`src/rtl/jk_mod_counter.sv`:
```
// Modulo-N up/down counter built from a bank of JK flip-flop cells.
// The J/K excitation is computed combinationally from the current state and
// the controls, exported on J_VEC/K_VEC, and is the only path into the state.
module jk_mod_counter #(
   parameter int unsigned WIDTH   = 4,
   parameter int unsigned MODULUS = 10
) (
   input  logic             CLK,
   input  logic             RST_N,
   input  logic             EN,
   input  logic             UP,
   input  logic             LOAD,
   input  logic [WIDTH-1:0] D,
   output logic [WIDTH-1:0] Q,
   output logic [WIDTH-1:0] Q_NOT,
   output logic [WIDTH-1:0] J_VEC,
   output logic [WIDTH-1:0] K_VEC,
   output logic             TC
);

   // One extra bit so MODULUS == 2**WIDTH stays representable in compares.
   localparam int unsigned   EW      = WIDTH + 1;
   localparam logic [EW-1:0] MOD_EXT = EW'(MODULUS);
   localparam logic [WIDTH-1:0] MAX_VAL = WIDTH'(MODULUS - 1);

   logic [WIDTH-1:0] q_reg;
   logic [WIDTH-1:0] load_target;
   logic [WIDTH-1:0] chain_up;
   logic [WIDTH-1:0] chain_down;
   logic             at_max;
   logic             at_zero;
   logic             out_of_range;

   assign at_max       = (q_reg == MAX_VAL);
   assign at_zero      = (q_reg == '0);
   assign out_of_range = ({1'b0, q_reg} >= MOD_EXT);
   assign load_target  = ({1'b0, D} >= MOD_EXT) ? MAX_VAL : D;

   // Ripple toggle enables: bit i toggles when all lower bits are 1 (up) / 0 (down).
   assign chain_up[0]   = 1'b1;
   assign chain_down[0] = 1'b1;
   for (genvar g = 1; g < WIDTH; g++) begin : g_chain
      assign chain_up[g]   = chain_up[g-1] & q_reg[g-1];
      assign chain_down[g] = chain_down[g-1] & ~q_reg[g-1];
   end

   // Per-bit J/K excitation with load > count > hold priority.
   always_comb begin
      J_VEC = '0;
      K_VEC = '0;
      if (LOAD) begin
         J_VEC = load_target;
         K_VEC = ~load_target;
      end else if (EN) begin
         if (UP) begin
            if (out_of_range) begin
               J_VEC = '0;
               K_VEC = '1;
            end else if (at_max) begin
               J_VEC = '0;
               K_VEC = q_reg;
            end else begin
               J_VEC = chain_up;
               K_VEC = chain_up;
            end
         end else begin
            if (out_of_range || at_zero) begin
               J_VEC = MAX_VAL;
               K_VEC = ~MAX_VAL;
            end else begin
               J_VEC = chain_down;
               K_VEC = chain_down;
            end
         end
      end
   end

   assign TC = EN & ~LOAD & ((UP & at_max) | (~UP & at_zero));

   // JK cell bank: Q+ = J & ~Q | ~K & Q on every bit.
   always_ff @(posedge CLK or negedge RST_N) begin
      if (!RST_N) begin
         q_reg <= '0;
      end else begin
         q_reg <= (J_VEC & ~q_reg) | (~K_VEC & q_reg);
      end
   end

   assign Q     = q_reg;
   assign Q_NOT = ~q_reg;

endmodule

```
`config.mk`:
```
export PLATFORM = sky130hd
export DESIGN_NAME = jk_mod_counter
export DESIGN_NICKNAME = d
export VERILOG_FILES = /design/src/rtl/jk_mod_counter.sv
export SDC_FILE = /design/constraint.sdc
export NUM_CORES = 1
export LEC_CHECK = 0
export ABC_AREA = 0
export CAP_MARGIN = 15
export CORE_MARGIN = 4
export CORE_UTILIZATION = 46
export CTS_CLUSTER_SIZE = 14
export DETAILED_ROUTE_END_ITERATION = 16
export PLACE_DENSITY = 0.81
export SLEW_MARGIN = 20
export SYNTH_ARGS = -nofsm -noshare
export SYNTH_HDL_FRONTEND = slang
export SYNTH_SLANG_ARGS = --single-unit
```
`constraint.sdc`:
```
create_clock -name CLK -period 2.5 [get_ports CLK]
set_input_delay 0.25 -clock CLK [delete_from_list [all_inputs] [get_ports CLK]]
set_output_delay 0.25 -clock CLK [all_outputs]
set_load 0.05 [all_outputs]
```
# Word-level counts from Yosys, hierarchy flattened
# Index checks and enable logic that the tools add are counted.
dict set report classes {
  order_cmp 2
  eq_ne 1
  mux 13
  bitwise_logic 20
  reduce_logical 2
}
# op count
set ops {}
lappend ops {{$mux W4} 13}
lappend ops {{$not A4 Y4} 3}
lappend ops {{$and A1 B1 Y1} 8}
lappend ops {{$and A4 B4 Y4} 2}
lappend ops {{$ge A4 B4 Y1 const B} 2}
lappend ops {{$not A1 Y1} 5}
lappend ops {{$eq A4 B4 Y1 const B} 1}
lappend ops {{$logic_not A4 Y1} 1}
lappend ops {{$or A4 B4 Y4} 1}
lappend ops {{$logic_or A1 B1 Y1} 1}
lappend ops {{$or A1 B1 Y1} 1}
dict set report totals {
  reg_bits 4
  inputBits 9
  output_inout_bits 17
  wordCells 39
}

# Logic depth before layout (Yosys ltp)
dict set report logic_depth {
  word_depth 10
  mapped_depth 5
  ltp_nobuf 3
}

# Worst setup path before layout
# OpenSTA, ideal clock, no wires.
dict set report synth_timing {
  path_type {register to output}
  from {register q_reg[0], in the netlist Q[0]}
  to {output port TC}
  arrival_ns 3.627
  required_ns 2.250
  setup_slack_ns -1.377
  stages_incl_launch_ff 4
  path_buffers 1
  path_cell_list {dfrtp_1 buf_2 or3_1 a2111oi_0}
}
dict set report synth_between {
  elab_chain_cells 4
  elab_cells_between_ends 6
  classes_between {eq/ne (1); bitwise (4); reduce/logical (1)}
}
# element line_no
set synth_lines {}
lappend synth_lines {{from (decl)} 26} ;# logic [WIDTH-1:0] q_reg;
lappend synth_lines {{from (signal assigned)} 85} ;# q_reg <= (J_VEC & ~q_reg) | (~K_VEC & q_reg);
lappend synth_lines {{$eq A4 B4 Y1 or $logic_not A4 Y1 (tied branches)} {34, 35}}
lappend synth_lines {{$and A1 B1 Y1} 78} ;# assign TC = EN & ~LOAD & ((UP & at_max) | (~UP & at_zero));
lappend synth_lines {{$or A1 B1 Y1 (*)} 78}
lappend synth_lines {{$and A1 B1 Y1 (*)} 78}
lappend synth_lines {{to (decl)} 18} ;# output logic TC
# Mark *: on every way between the ends. The rest lies on a longest branch, timed or not.

# Worst setup path in the final report
dict set report layout_timing {
  from {register q_reg[3], in the netlist Q[3]}
  to {output port TC}
}
# The elaborated chain is that of the path after synthesis.

==> results by group <==
Cells and area
  • Non-Filler Instances: 124
  • Multi-input combinational cell area: 490 um^2
  • Filler instances: 104
  • Fin util: 75.4%
  • Nets: 120
  • Largest register FFs: 4
  • P&R area growth vs syn: 51.0%
  • Seq. cell area: 100 um^2
  • Number of antenna diodes: 0
  • Layout cell share with drive strength beyond 1: 15.6%

Detailed routing
  • Routed vias: 805
  • DR WL/cell: 16.6 um
  • Via-to-Cell Ratio: 6.49
  • Detailed-route DRC error count: 0
  • ANT nets after route: 0
  • DRT Wirelength: 2060 um
  • 1st-pass router iterations: 4
  • DR iter-0 viols: 34

Critical path
  • Worst R2R Setup Slack: 720 ps
  • Critical path endpoint: TC
  • CP Capture Type: primary output
  • Critical path origin: Q[3]
  • CP max FO: 21
  • Worst EP required: 2250 ps
  • Crit path kind: flop to primary output
  • Reg2reg end: Q[0]
  • Critical Path Start Type: flop
  • Critical Path AT: 1980 ps
  • R2R cell count: 3
  • RR Startpoint: Q[3]

Die
  • Die width: 45.8 um
  • Io pins: 26
  • # rows: 13
  • Initial core utilization: 50.0%
  • Die ar.: 2100 um^2
  • Die height: 45.8 um
  • Core area: 1320 um^2

Yosys
  • Mapped Nets: 99
  • Synth async-reset ratio: 100%
  • Syn_area_per_cell: 7.31 um^2
  • Synthesized area: 658 um^2
  • Synth Instances: 90
  • Post-synth EDFFs: 0
  • YS warnings: 0
  • Primary FF master, synth: dfrtp_1
  • Seq/Total Area, Yosys: 15.2%
  • #FFs+latches synth: 4
  • Distinct cell type count after synthesis: 39

Clock network
  • Maximum clock insertion buffer count: 2
  • CTS clk-pin slew, worst paths: 50 ps
  • Setup bufs post-CTS: 0
  • H-tree depth: 1
  • Num CTS Buffers: 3
  • Clk root buf: clkbuf_4
  • Skew-Pair Late Insertion Delay: 240 ps
  • Post-CTS Hold Buffers: 0
  • Post-cts resize count: 0
  • CTS tree: yes
  • Clock Sinks: 4

Global routing
  • Initial antenna violation count: 0
  • Gr busiest metal: met2
  • First-pass GRT wire length: 3330 um
  • Grt met2 use: 32.6%
  • GR Util All Layers: 21.8%
  • Largest net degree at the start of global routing: 22
  • GR Overflow Total: 0
  • GR met3 Demand/Resource: 2.77%
  • GR Util met1: 31.1%
  • Vias in the first global route: 700

STA
  • Final Setup Violations: 0
  • Achievable frequency: 448 MHz
  • RSZ-0062 raised after global routing: no
  • Layout Skew: 12.7 ps
  • Final period util: 89.3%
  • Fin. max-slew vios: 0
  • Slew headroom: 55.9%
  • Period minus WS final: 2230 ps
  • Slew @ Worst Pin: 662 ps
  • Final hold violations: 0

Place
  • GPL Wtd Cong: 0.912
  • Port Buffers: 25
  • Detail Placement HPWL: 1470 um
  • Placed instance count: 121

Job
  • Max cap viols: 0

Status
  • Status: complete, no violations

Worst hold path
  • Worst hold path type: input port to asynchronous set/reset pin

Power and ir drop
  • Power per Cell Area: 594 nW/um^2
  • Lkg Pwr: 0.000387 uW
  • Maximum vdd ir drop: 0.000358 V
[per-stage QoR]
step / worst slack, ps / hold slack [ps] / TNS (ps) / instance area (um^2) / power (uW)
floorplan: -51.8 / -45.6 / -51.8 / 672 / 375
global placement: 415 / 458 / 0 / 971 / 502
detailed placement: 405 / 479 / 0 / 971 / 506
CTS: 283 / 230 / 0 / 993 / 588
global route: 155 / 234 / 0 / 993 / 621
finish: 267 / 217 / 0 / 993 / 590
[metal layers]
metal  vias up  routed length [um]  share of wire (%)
li1        384                   -                  -
met5         -                   0                  0
met4         0                  32                1.6
met3         4                 190                9.2
met1       361                 813                 40
met2        56                1020                 49
[cells in the final DEF (no fill, tap or decap), types with 2 or more instances in the layout]
cell,instances
a21oi_1,4
xor2_1,2
o311ai_0,2
buf_4,2
a31oi_1,2
or3_1,2
nor2b_1,4
inv_1,7
and3_1,2
o211ai_1,2
nand3_1,2
o21a_1,4
dfrtp_1,4
clkdlybuf4s50_1,16
clkbuf_4,3
nor2_1,3
buf_12,8
o21ai_0,9
nand2b_1,2
o22ai_1,2
o21ai_1,2
nand2_1,4
nor3_1,3
[worst max-delay path: stages (launching register included)]
cell	delay, ps
dfrtp_1	610
or3_1	460
a2111oi_2	470
buf_12	190
[worst min-delay path by stage]
stage	start	end	depth (start not counted)
after global placement	RST_N	Q[0]	1
final	RST_N	Q[3]	1
after floorplan	RST_N	Q[0]	0
after detailed placement	RST_N	Q[1]	1
after CTS	RST_N	Q[3]	1
after global routing	RST_N	Q[3]	1
[report_power, final]
group,switching (uW),internal [uW],leakage [uW],total (uW)
Combinational,223,154,0.000326,377
Sequential,55.8,74.6,0.0000477,130
Clock,28.7,53.8,0.0000138,82.6
Total,308,282,0.000387,590
[synth_stat cells, types with 2 or more instances]
| cell | instances | share of area [%] |
|---|---|---|
| dfrtp_1 | 4 | 15 |
| o311ai_0 | 3 | 4.0 |
| a21oi_1 | 4 | 3.0 |
| nor3_1 | 3 | 2.3 |
| nor2b_1 | 4 | 3.8 |
| and3_1 | 2 | 1.9 |
| clkbuf_1 | 3 | 1.7 |
| inv_1 | 7 | 4.0 |
| o21ai_0 | 11 | 8.4 |
| buf_2 | 5 | 3.8 |
| o211ai_1 | 2 | 2.3 |
| nand3_1 | 2 | 1.5 |
| or3_1 | 2 | 1.9 |
| o22ai_1 | 2 | 1.9 |
| o21a_1 | 4 | 4.6 |
| nand2b_1 | 2 | 1.9 |
| xor2_1 | 2 | 2.7 |
| a31oi_1 | 2 | 1.9 |
| nor2_1 | 3 | 1.7 |
| nand2_1 | 4 | 2.3 |
[cells by family after synthesis]
group	after synthesis	share of synthesized area, %
and+or+nand+nor	29	26.6
DFF	4	15.2
xor gates and xnor gates	3	3.99
buffers and inverters	17	12.4
AOI/OAI and AO/OA	37	41.8
[cell type report]
cell class	count	area share, %
sequential	4	10.1
inverter	7	2.64
tap	15	1.89
clock buffer	3	2.27
timing repair buffer	26	33.8
multi-input combinational	69	49.4
Note: power is estimated with default switching activity, not from simulation.
